==> src/rtl/div_pkg.sv <==
// Shared definitions for the sequential restoring divider.
// Holds the FSM state encoding, the default operand widths and a
// helper that sizes the iteration counter for a given dividend width.
package div_pkg;

    typedef enum logic [1:0] {
        IDLE = 2'd0,
        RUN  = 2'd1,
        DONE = 2'd2
    } state_t;

    localparam int DW_DEF = 6;
    localparam int VW_DEF = 3;

    // The counter must be able to hold the value DW, so it needs
    // enough bits for DW+1 distinct values.
    function automatic int cntWidth(input int dw);
        return $clog2(dw + 1);
    endfunction

    localparam int CNT_W = cntWidth(DW_DEF);

endpackage

==> src/rtl/div_step.sv <==
// One combinational restoring-division step.
// Ports:
//   remIn       - partial remainder before this step (VW+1 bits, guard bit on top)
//   dividendBit - next dividend bit, MSB first
//   divisor     - captured divisor
//   remOut      - partial remainder after the trial subtract / restore
//   quoBit      - quotient bit resolved by this step
module div_step #(
    parameter int VW = 3
) (
    input  logic [VW:0]   remIn,
    input  logic          dividendBit,
    input  logic [VW-1:0] divisor,
    output logic [VW:0]   remOut,
    output logic          quoBit
);

    logic [VW+1:0] shifted;

    // Shift in the next dividend bit, then trial-subtract. The compare is
    // done on the full shifted value so a set guard bit can never be lost;
    // when the subtraction would go negative the shifted value is kept,
    // which is the "restore" half of the algorithm.
    always_comb begin
        shifted = {remIn, dividendBit};
        quoBit  = (shifted >= {2'b00, divisor});
        if (quoBit) begin
            remOut = shifted[VW:0] - {1'b0, divisor};
        end else begin
            remOut = shifted[VW:0];
        end
    end

endmodule

==> src/rtl/seq_divider.sv <==
// Sequential restoring divider: one quotient bit per clock behind a
// start/done handshake. Intended as the inverse of the 3x3 multiplier.
// Ports:
//   clk, rst_n   - clock and asynchronous active-low reset
//   start        - request, only honoured while the FSM is idle
//   dividend     - DW-bit unsigned dividend, captured on accept
//   divisor      - VW-bit unsigned divisor, captured on accept
//   busy         - high from accept until the done pulse ends
//   done         - one-cycle pulse, result outputs valid
//   quotient     - DW-bit quotient, held until the next result
//   remainder    - VW-bit remainder, held until the next result
//   div_by_zero  - set with the result when the divisor was zero
module seq_divider
    import div_pkg::*;
#(
    parameter int DW = DW_DEF,
    parameter int VW = VW_DEF
) (
    input  logic          clk,
    input  logic          rst_n,
    input  logic          start,
    input  logic [DW-1:0] dividend,
    input  logic [VW-1:0] divisor,
    output logic          busy,
    output logic          done,
    output logic [DW-1:0] quotient,
    output logic [VW-1:0] remainder,
    output logic          div_by_zero
);

    localparam int CW = cntWidth(DW);

    state_t        state_q;
    logic [VW:0]   partRem_q;
    logic [DW-1:0] quoShift_q;
    logic [VW-1:0] divisor_q;
    logic [CW-1:0] count_q;
    logic          divZero_q;
    logic          busy_q;
    logic          done_q;
    logic [DW-1:0] quotient_q;
    logic [VW-1:0] remainder_q;
    logic          divByZero_q;

    logic [VW:0]   partRem_d;
    logic          quoBit_d;

    // quoShift_q doubles as the dividend and quotient shift register:
    // dividend bits leave from the MSB while quotient bits enter at the LSB.
    div_step #(
        .VW(VW)
    ) u_step (
        .remIn      (partRem_q),
        .dividendBit(quoShift_q[DW-1]),
        .divisor    (divisor_q),
        .remOut     (partRem_d),
        .quoBit     (quoBit_d)
    );

    // Control FSM plus datapath registers. The result is registered on the
    // DONE edge, so done rises one edge after the last RUN iteration and the
    // FSM is already back in IDLE during the done cycle, ready to accept a
    // held start on the edge where done falls.
    always_ff @(posedge clk or negedge rst_n) begin
        if (!rst_n) begin
            state_q     <= IDLE;
            partRem_q   <= '0;
            quoShift_q  <= '0;
            divisor_q   <= '0;
            count_q     <= '0;
            divZero_q   <= 1'b0;
            busy_q      <= 1'b0;
            done_q      <= 1'b0;
            quotient_q  <= '0;
            remainder_q <= '0;
            divByZero_q <= 1'b0;
        end else begin
            done_q <= 1'b0;
            case (state_q)
                IDLE: begin
                    busy_q <= start;
                    if (start) begin
                        quoShift_q <= dividend;
                        divisor_q  <= divisor;
                        partRem_q  <= '0;
                        count_q    <= '0;
                        divZero_q  <= (divisor == '0);
                        // A zero divisor skips the iterations entirely.
                        state_q    <= (divisor == '0) ? DONE : RUN;
                    end
                end
                RUN: begin
                    partRem_q  <= partRem_d;
                    quoShift_q <= {quoShift_q[DW-2:0], quoBit_d};
                    count_q    <= count_q + 1'b1;
                    if (count_q == CW'(DW - 1)) begin
                        state_q <= DONE;
                    end
                end
                DONE: begin
                    done_q      <= 1'b1;
                    quotient_q  <= divZero_q ? '1 : quoShift_q;
                    remainder_q <= divZero_q ? '0 : partRem_q[VW-1:0];
                    divByZero_q <= divZero_q;
                    state_q     <= IDLE;
                end
                default: begin
                    state_q <= IDLE;
                end
            endcase
        end
    end

    assign busy        = busy_q;
    assign done        = done_q;
    assign quotient    = quotient_q;
    assign remainder   = remainder_q;
    assign div_by_zero = divByZero_q;

endmodule

==> config.mk <==
export PLATFORM = sky130hd
export DESIGN_NAME = seq_divider
export DESIGN_NICKNAME = d
export VERILOG_FILES = /design/src/rtl/div_pkg.sv /design/src/rtl/div_step.sv /design/src/rtl/seq_divider.sv
export SDC_FILE = /design/constraint.sdc
export NUM_CORES = 1
export LEC_CHECK = 0
export ABC_AREA = 1
export BUFFER_PORTS_ARGS = -buffer_cell sky130_fd_sc_hd__buf_2
export CAP_MARGIN = 0
export CORE_MARGIN = 10
export CORE_UTILIZATION = 59
export DETAILED_ROUTE_END_ITERATION = 16
export PLACE_DENSITY = 0.84
export RECOVER_POWER = 50
export SKIP_LAST_GASP = 1
export SLEW_MARGIN = 10
export SYNTH_ARGS = -nofsm -noshare
export SYNTH_HDL_FRONTEND = slang
export SYNTH_SLANG_ARGS = --single-unit
==> constraint.sdc <==
create_clock -name clk -period 4.5 [get_ports clk]
set_input_delay 0.9 -clock clk [delete_from_list [all_inputs] [get_ports clk]]
set_output_delay 0.9 -clock clk [all_outputs]
set_load 0.01 [all_outputs]
==> PnR_summary.wiki, run 1 <==
{| class="wikitable"
! Metric !! Value
|-
| Via count of the first global-routing pass || around 1200
|-
| Setup total negative slack || 0 ns
|-
| Worst-path cell with the longest stage delay || sky130_fd_sc_hd__clkbuf_1
|-
| Fmax || 536.9 MHz
|-
| Top delay family on crit path || buffers and inverters
|-
| Maximum number of pins on one net before global-route repair || 32
|-
| Number of H-tree levels || 2
|-
| Total cell area at the placement stage || around 1600 sq um
|-
| Min-Delay Path Class || register to register
|-
| Max_cap viols || 1
|-
| Worst path required time || 4.66 ns
|-
| Top cells by area in the synthesized netlist || sky130_fd_sc_hd__dfrtp_1 (54%), sky130_fd_sc_hd__nand2_1 (11%), sky130_fd_sc_hd__inv_1 (5.7%)
|-
| Filler cell count in the final layout || 160
|-
| Measured slew at the worst slew-check pin || 1.573 ns
|-
| Clock period minus final worst setup slack || ~1.9 ns
|-
| CTS resizes || 0
|-
| Nets || 213
|-
| Final RePlAce weighted congestion || between 0.8 and 0.9
|-
| Total half-perimeter wirelength after legalization and detailed placement || 2254 um
|-
| Residual antenna-violating net count after detailed routing || 0
|-
| Type of the worst setup path || primary input to asynchronous set/reset pin
|-
| Worst clock skew || 0.01217 ns
|-
| Number of storage elements in the synthesis netlist || 31
|-
| Syn. warnings || 0
|-
| Core area || approximately 2300 sq um
|-
| Global-route wire length before repair || 5230 um
|-
| Share of the synthesized area in compound gates (AO/OA/AOI/OAI) || between 10% and 20%
|-
| Multiplexer area fraction after synthesis || 0%
|-
| Starting Density || a little under two thirds
|-
| Arrival time at the worst endpoint || roughly 2.0 ns
|-
| Type of destination of the critical path || asynchronous set/reset pin
|-
| Diode count || 0
|-
| Die ar. || 4838 sq um
|-
| Period Utilization, post-route || between 40% and 50%
|-
| Failing checks || max-capacitance violations, max-slew violations
|-
| PD cells || 814.4 nW/um^2
|-
| Most common library cell in the layout ignoring fill and taps || sky130_fd_sc_hd__nand2_1
|-
| Total congestion overflow || 0
|-
| Largest family of logic cells by synthesized area || simple AND/OR/NAND/NOR gates
|-
| Top library cells by usage in the layout, fill and taps aside || sky130_fd_sc_hd__nand2_1 (44), sky130_fd_sc_hd__dfrtp_1 (31), sky130_fd_sc_hd__inv_1 (24)
|-
| Leakage power || around 0.89 nW
|-
| Count of vias placed by the detailed router || 1199
|-
| Headroom to the max-slew limit || -4.869%
|-
| Worst setup SP type || primary input
|-
| Antenna violations before repair || 0
|-
| Synthesized net count || 185
|-
| Utilization of the core after routing || 73.06%
|-
| Average size of a mapped cell || 8.676 sq um
|-
| Yosys top cell by area || sky130_fd_sc_hd__dfrtp_1
|-
| Yosys top cell area share || roughly 54%
|-
| Fin Hold WS || 0.4686 ns
|-
| Tot GR Track Use || 13.00%
|-
| Area share of and/or/nand/nor cells after synthesis || 20.47%
|-
| Share of final-layout standard cells stronger than drive strength 1 || 17.86%
|-
| Vias per cell || around 5.4
|-
| Fin. Hold Viols || 0
|-
| Max FO, Critical Path || 31
|-
| Distinct cells, synth || 20
|-
| Buf+Inv Stages, Crit Path || 1
|-
| TritonRoute pass-1 iters || 4
|-
| Cell chain of the critical path || clkbuf_1
|-
| Cell area after layout || 1663 sq um
|-
| Total wirelength of the detailed-routed design || 3099 um
|-
| Number of clock buffers inserted by TritonCTS || 5
|-
| Width of the chip || 69.56 um
|-
| Clk slew on worst S/H paths || 0.10 ns
|-
| Initial detailed-routing violation count || 76
|-
| Total setup violations reported at the end of the flow || 0
|-
| Worst voltage drop across the vdd grid || 0.0004668 V
|-
| Count of mapped cells out of synthesis || 167
|-
| Longest Clk Path Bufs || 2
|-
| # rows || 17
|-
| Layout-stage area growth over the synthesis result || 14.77%
|-
| Setup repair after global routing missed its margin || false
|-
| Area share of fa/ha/maj cells after synthesis || 5.699%
|-
| Clk_lat worst skew || 0.33 ns
|-
| Detailed-route DRC error count || 0
|-
| Wirelength per Cell || 13.83 um
|-
| Share of the yosys chip area belonging to registers || 53.54%
|-
| I/O pin count || 24
|-
| Cts hold-fix bufs || 0
|-
| Xor and xnor fraction of the mapped netlist area || 0.6045%
|-
| Slowest cell delay on critical path || 1.12 ns
|-
| TritonCTS clock tree || built
|-
| IO Port Bufs || 23
|-
| Max Transition Viols Final || 32
|-
| Post-synthesis instance area || 1449 sq um
|-
| Run status || complete, but fails checks
|-
| Die Span Y || 69.56 um
|-
| CTS Sinks || 31
|-
| Clk Tree Root Cell || sky130_fd_sc_hd__clkbuf_4
|-
| Post-CTS repair timing setup buffer count || 0
|}
flip-flops by register name, summed over array words and instances (netlist names):
name,cells
done,1
partRem_q,4
quoShift_q,6
divisor_q,3
divZero_q,1
remainder,3
busy,1
quotient,6
div_by_zero,1
state_q,2
count_q,3
cell families (layout without fill, tap and decap cells):
logic type,count (synthesis),count (layout)
adders and majority gates,6,6
buffers and inverters,28,57
DFF,31,31
and+or+nand+nor,69,69
xor gates and xnor gates,1,1
AOI/OAI and AO/OA,32,32
routing by layer:
metal / up-vias / routed length, um / global-route usage, %
met5: - / 0 / 0
met4: 0 / 94 / 8.204
met3: 13 / 268 / 5.563
met2: 53 / 1435 / 20.26
met1: 549 / 1301 / 14.15
li1: 584 / - / -
report_power, final:
part / switching [mW] / internal (mW) / total, mW
registers: 0.0745 / 0.409 / 0.483
clock network: 0.0976 / 0.131 / 0.229
logic: 0.418 / 0.224 / 0.642
total: 0.590 / 0.764 / 1.35
synthesized netlist by cell type:
cell type and instances:
sky130_fd_sc_hd__inv_1 22, sky130_fd_sc_hd__dfrtp_1 31, sky130_fd_sc_hd__ha_1 5, sky130_fd_sc_hd__nand2_1 44
sky130_fd_sc_hd__o22ai_1 1, sky130_fd_sc_hd__nor2_1 11, sky130_fd_sc_hd__buf_4 1, sky130_fd_sc_hd__nor2_4 3
sky130_fd_sc_hd__fa_1 1, sky130_fd_sc_hd__o211ai_1 3, sky130_fd_sc_hd__a21oi_1 7, sky130_fd_sc_hd__buf_2 1
sky130_fd_sc_hd__o21ai_0 15, sky130_fd_sc_hd__inv_4 1, sky130_fd_sc_hd__nand3_1 10, sky130_fd_sc_hd__xor2_1 1
sky130_fd_sc_hd__inv_2 3, sky130_fd_sc_hd__o21ai_1 5, sky130_fd_sc_hd__nor2_2 1, sky130_fd_sc_hd__o21ai_2 1
path summary, 6_finish.rpt:
check,startpoint,end,slack (ns),cells after the start
max,rst_n,divisor_q[0],2.64,1
min,count_q[2],count_q[2],0.47,1
max reg2reg,state_q[0],quoShift_q[3],2.83,7
min reg2reg,count_q[2],count_q[2],0.47,1
max in group clk,quotient[4],quotient[4],2.73,1
min in group asynchronous,rst_n,remainder[1],0.94,1
final cells by class:
cell class,count,area [sq um],area share (%)
Timing Repair Buffer,23,112.6,6.772
Sequential cell,31,775.7,46.65
Inverter,26,100.1,6.020
Clock buffer,6,51.30,3.085
Clock inverter,2,35.03,2.107
Tap cell,28,35.03,2.107
Multi-Input combinational cell,108,553.0,33.26
stage by stage:
step / total power, mW / std cells / setup WS (ns)
2_1_floorplan: 0.9457 / 167 / 2.947
3_3_place_gp: 1.080 / 216 / 2.812
3_5_place_dp: 1.121 / 216 / 2.755
4_1_cts: 1.359 / 224 / 2.723
5_1_grt: 1.471 / 224 / 2.326
6_report: 1.354 / 224 / 2.637
Power figures use the tool's default switching activity.
==> run 2: changes to the inputs <==
Settings changed: CORE_UTILIZATION 59 to 54, PLACE_DENSITY 0.84 to 0.78.
Clock period 4.5 ns to 1.95 ns, I/O delays scaled along.
==> PnR_summary.wiki, run 2 (synthesized netlist as in run 1, its figures left out) <==
{| class="wikitable"
! Metric !! Value
|-
| TritonCTS clock tree || built
|-
| Cts hold-fix bufs || 0
|-
| CTS resizes || 0
|-
| Number of H-tree levels || 2
|-
| Slowest cell delay on critical path || ~0.4 ns
|-
| Measured slew at the worst slew-check pin || between 1.5 and 2 ns
|-
| TritonRoute pass-1 iters || 6
|-
| Nets || between 200 and 250
|-
| Most common cell type on the critical path || sky130_fd_sc_hd__nand2_1
|-
| Leakage power || 0.8928 nW
|-
| Initial detailed-routing violation count || around 110
|-
| Worst path required time || 2.18 ns
|-
| Type of destination of the critical path || register
|-
| Worst-path cell with the longest stage delay || sky130_fd_sc_hd__dfrtp_1
|-
| Run status || complete, but fails checks
|-
| Worst clock skew || between 0.007 and 0.008 ns
|-
| Headroom to the max-slew limit || -8.469%
|-
| Min-Delay Path Class || primary input to register
|-
| IO Port Bufs || 23
|-
| Width of the chip || 71.80 um
|-
| Final RePlAce weighted congestion || between 0.9 and 1
|-
| Cell chain of the critical path || ha_1, nand2_1, nand2_1, nor2_2, nand2_1, nand2_1, inv_1, nand2_1, nand2_1
|-
| Arrival time at the worst endpoint || approximately 1.9 ns
|-
| Minimum setup slack in the final design || 0.2976 ns
|-
| Top delay family on crit path || simple AND/OR/NAND/NOR gates
|-
| Total congestion overflow || 0
|-
| Clk slew on worst S/H paths || approximately 0.10 ns
|-
| PD cells || 1862 nW/um^2
|-
| Starting Density || 57.44%
|-
| CTS Sinks || 31
|-
| Post-place setup slack || 0.3652 ns
|-
| Setup repair after global routing missed its margin || false
|-
| Clk Tree Root Cell || sky130_fd_sc_hd__clkbuf_4
|-
| Post-CTS repair timing setup buffer count || 0
|-
| Via count of the first global-routing pass || 1161
|-
| Share of final-layout standard cells stronger than drive strength 1 || 18.37%
|-
| Period Utilization, post-route || between 80% and 90%
|-
| Longest Clk Path Bufs || 2
|-
| # rows || 18
|-
| Failing checks || max-capacitance violations, max-slew violations
|-
| Total half-perimeter wirelength after legalization and detailed placement || 2202 um
|-
| Layout-stage area growth over the synthesis result || 15.03%
|-
| Antenna violations before repair || 0
|-
| Filler cell count in the final layout || approximately 220
|-
| Setup total negative slack || 0 ns
|-
| Die ar. || 5155 sq um
|-
| Buf+Inv Stages, Crit Path || 1
|-
| Detailed-route DRC error count || 0
|-
| Vias per cell || 5.230
|-
| I/O pin count || 24
|-
| Max FO, Critical Path || 5
|-
| Clk_lat worst skew || 0.34 ns
|-
| Diode count || 0
|-
| Total wirelength of the detailed-routed design || 3071 um
|-
| Residual antenna-violating net count after detailed routing || 0
|-
| Global-route wire length before repair || roughly 5200 um
|-
| Worst voltage drop across the vdd grid || 0.001299 V
|-
| Total setup violations reported at the end of the flow || 0
|-
| Max Transition Viols Final || 32
|-
| Count of vias placed by the detailed router || 1182
|-
| Max_cap viols || 1
|-
| Clock period minus final worst setup slack || 1.652 ns
|-
| Number of clock buffers inserted by TritonCTS || 5
|-
| Fin. Hold Viols || 0
|-
| Wirelength per Cell || 13.59 um
|-
| Top library cells by usage in the layout, fill and taps aside || sky130_fd_sc_hd__nand2_1 (44), sky130_fd_sc_hd__dfrtp_1 (31), sky130_fd_sc_hd__inv_1 (24)
|-
| Worst setup SP type || register
|-
| Core area || between 2000 and 3000 sq um
|-
| Die Span Y || between 70 and 80 um
|-
| Tot GR Track Use || 12.57%
|-
| Most common library cell in the layout ignoring fill and taps || sky130_fd_sc_hd__nand2_1
|-
| Maximum number of pins on one net before global-route repair || 32
|-
| Type of the worst setup path || register to register
|-
| Fmax || 605.2 MHz
|}
[run 2: area by class of cell]
class | count | area, sq um | area share (%)
Multi-Input combinational cell | 108 | 553.0 | 33.18
Clock buffer | 6 | 51.30 | 3.078
Clock inverter | 2 | 35.03 | 2.102
Timing Repair Buffer | 23 | 113.9 | 6.832
Tap cell | 30 | 37.54 | 2.252
Sequential cell | 31 | 775.7 | 46.55
Inverter | 26 | 100.1 | 6.006
[run 2: report_power, final]
part	switching (mW)	leakage (nW)	internal, mW	total [mW]
clock network	0.230	0.0482	0.303	0.533
registers	0.166	0.380	0.943	1.11
logic	0.941	0.464	0.520	1.46
[run 2: final timing paths]
check,from,end,slack (ns),cells after the start
worst max-delay path,partRem_q[1],partRem_q[3],0.30,9
worst min-delay path,divisor[1],divisor_q[1],0.31,3
worst max register to register,partRem_q[1],partRem_q[3],0.30,9
worst min register to register,count_q[2],count_q[2],0.48,1
max in group asynchronous,rst_n,remainder[0],0.56,1
min in group asynchronous,rst_n,quoShift_q[1],0.45,1
[run 2: tightest hold or removal path, cell delays in order]
cell                      delay (ns)
sky130_fd_sc_hd__buf_2          0.09
sky130_fd_sc_hd__inv_1          0.05
sky130_fd_sc_hd__o21ai_0        0.07
[run 2: through the flow]
stage	hold WS, ns	cells	cell area (sq um)	total power [mW]	utilization (%)
6_report	0.3136	226	1667	3.103	66.07
5_1_grt	0.3207	226	1667	3.419	66.07
4_1_cts	0.1025	226	1675	3.125	66.42
3_5_place_dp	0.4594	218	1589	2.585	63.00
3_3_place_gp	0.4476	218	1589	2.497	63.00
2_1_floorplan	0.09441	167	1449	2.182	-
[run 2: routing by layer]
layer	up-vias	global-route usage, %	part of all wire (%)
li1	584	-	-
met5	-	0	0
met1	541	14.91	42
met3	9	5.510	8.4
met2	48	20.00	48
met4	0	3.871	1.8
==> run 3: changes to the inputs <==
Settings changed: CORE_UTILIZATION 54 to 49, PLACE_DENSITY 0.78 to 0.75.
Clock period 1.95 ns to 1.4 ns, I/O delays scaled along.
==> PnR_summary.wiki, run 3 (synthesized netlist as in run 1, its figures left out) <==
{| class="wikitable"
! Metric !! Value
|-
| Run status || complete, no violations
|-
| Max Transition Viols Final || 0
|-
| Max_cap viols || 0
|-
| Top delay family on crit path || adder cells
|-
| Total net switching power || around 2.1 mW
|-
| Leakage power || 0.9440 nW
|-
| Maximum number of pins on one net before global-route repair || 32
|-
| Number of H-tree levels || 2
|-
| TritonCTS clock tree || built
|-
| Non-Filler Instances || between 200 and 250
|-
| Power share of the clock group || ~15%
|-
| Clk Tree Root Cell || sky130_fd_sc_hd__clkbuf_4
|-
| Setup repair after global routing missed its margin || true
|-
| Int Power || between 2 and 3 mW
|-
| Arrival time at the worst endpoint || 1.60 ns
|-
| Minimum setup slack in the final design || around 0.014 ns
|-
| Starting Density || between 50% and 60%
|-
| Detailed-route DRC error count || 0
|-
| Wirelength per Cell || 13.71 um
|-
| Headroom to the max-slew limit || 50.13%
|-
| Vias per cell || 5.186
|-
| Fin. Hold Viols || 0
|-
| Sequential share of power || 32.2%
|-
| Type of destination of the critical path || register
|-
| Die ar. || around 5500 sq um
|-
| Fmax || 721.8 MHz
|-
| Wire length on met3 || 193 um
|-
| Most common cell type on the critical path || sky130_fd_sc_hd__nand2_1
|-
| Total half-perimeter wirelength after legalization and detailed placement || between 2000 and 2500 um
|-
| Initial detailed-routing violation count || 66
|-
| Type of the worst setup path || register to register
|-
| Number of cells in the design after placement || 225
|-
| Count of vias placed by the detailed router || 1224
|-
| Max FO, Critical Path || 2
|-
| CTS Sinks || 31
|-
| Global-route wire length before repair || between 5000 and 6000 um
|-
| I/O pin count || 24
|-
| Number of clock buffers inserted by TritonCTS || 5
|-
| DRT met1 WL || 1414 um
|-
| IO Port Bufs || 23
|-
| Top layer in use || met4
|-
| Layout-stage area growth over the synthesis result || 25.22%
|-
| Share of final-layout standard cells stronger than drive strength 1 || 31.22%
|-
| Worst path required time || 1.61 ns
|-
| Most common library cell in the layout ignoring fill and taps || sky130_fd_sc_hd__nand2_1
|-
| Longest Clk Path Bufs || 2
|-
| Final RePlAce weighted congestion || about 0.9
|-
| Total congestion overflow || 0
|-
| Worst voltage drop across the vdd grid || 0.001720 V
|-
| Clk_lat worst skew || 0.32 ns
|-
| Measured slew at the worst slew-check pin || 0.7480 ns
|-
| PD cells || 2676 nW/um^2
|-
| Worst clock skew || between 0.008 and 0.009 ns
|-
| Tot GR Track Use || 11.70%
|-
| Via count of the first global-routing pass || 1201
|-
| Net Sw Frac || between 40% and 50%
|-
| Residual antenna-violating net count after detailed routing || 0
|-
| Nets || 222
|-
| Worst-path cell with the longest stage delay || sky130_fd_sc_hd__fa_2
|-
| Top library cells by usage in the layout, fill and taps aside || sky130_fd_sc_hd__nand2_1 (39), sky130_fd_sc_hd__dfrtp_1 (31), sky130_fd_sc_hd__buf_2 (23)
|-
| # rows || 19
|-
| Worst setup SP type || register
|-
| Clock period minus final worst setup slack || 1.386 ns
|-
| Width of the chip || 74.38 um
|-
| Core area || 2781 sq um
|-
| Slowest cell delay on critical path || 0.51 ns
|-
| Diode count || 0
|-
| Die Span Y || ~74 um
|-
| Total wirelength of the detailed-routed design || 3236 um
|-
| Cell chain of the critical path || ha_2, fa_2, nand2_1, nand3_2, nand2_1
|-
| Combinational share of power || 52.9%
|-
| Min-Delay Path Class || primary input to register
|-
| WL met2 || around 1500 um
|-
| Total setup violations reported at the end of the flow || 0
|-
| Utilization of the core after routing || about two thirds
|-
| Post-place setup slack || -0.06129 ns
|-
| TritonRoute pass-1 iters || 4
|-
| Antenna violations before repair || 0
|-
| Buf+Inv Stages, Crit Path || 0
|-
| Period Utilization, post-route || 98.97%
|-
| Clk slew on worst S/H paths || 0.10 ns
|}
run 3: worst reg2reg max path, stage by stage (launching register included):
cell and delay (ns):
sky130_fd_sc_hd__dfrtp_1 0.41, sky130_fd_sc_hd__ha_2 0.19, sky130_fd_sc_hd__fa_2 0.51, sky130_fd_sc_hd__nand2_1 0.07
sky130_fd_sc_hd__nand3_2 0.06, sky130_fd_sc_hd__nand2_1 0.04
run 3: layout make-up:
class / count / area, sq um
clock buffer: 6 / 51.30
clock inverter: 2 / 35.03
fill: 247 / 967.2
inverter: 26 / 100.1
multi-input combinational: 108 / 630.6
sequential: 31 / 775.7
tap: 31 / 38.79
timing repair buffer: 32 / 182.7
run 3: worst paths after layout:
path / startpoint / end / slack, ns / cells after the start
min: divisor[1] / divisor_q[1] / 0.23 / 3
min in group asynchronous: rst_n / partRem_q[0] / 0.63 / 3
max in group asynchronous: rst_n / partRem_q[3] / 0.29 / 3
max: divisor_q[0] / partRem_q[1] / 0.01 / 5
max reg2reg: divisor_q[0] / partRem_q[1] / 0.01 / 5
min reg2reg: count_q[2] / count_q[2] / 0.48 / 1
run 3: through the flow:
stage	power, mW	setup TNS [ns]	hold WS [ns]	cell area [sq um]
3_3_place_gp	3.633	-0.01213	0.3098	1648
2_1_floorplan	3.075	0	-0.01559	1461
5_1_grt	5.266	-0.09674	0.2299	1814
6_report	4.856	0	0.2314	1814
4_1_cts	4.574	-0.007260	0.2286	1762
3_5_place_dp	3.745	-0.1245	0.3145	1648
run 3: timing repair:
item	4_1_cts	5_1_grt
hold buffers	1	0
setup buffers	0	2
gates resized for setup	7	12
pin swaps	3	12
endpoints found under the setup margin	5	5
endpoints found under the hold margin	31	0
run 3: metal layers:
metal,vias to the layer above,GRT usage (%)
met1,576,13.44
met5,-,0
met3,12,3.324
li1,600,-
met4,0,5.894
met2,36,19.44
run 3: power by group through the flow:
stage | logic [mW] | clock network, mW | registers, mW
global placement | 2.09 | 0 | 1.54
detailed placement | 2.18 | 0 | 1.57
global route | 2.87 | 0.781 | 1.62
CTS | 2.29 | 0.736 | 1.55
floorplan | 1.46 | 0 | 1.62
finish | 2.57 | 0.721 | 1.57
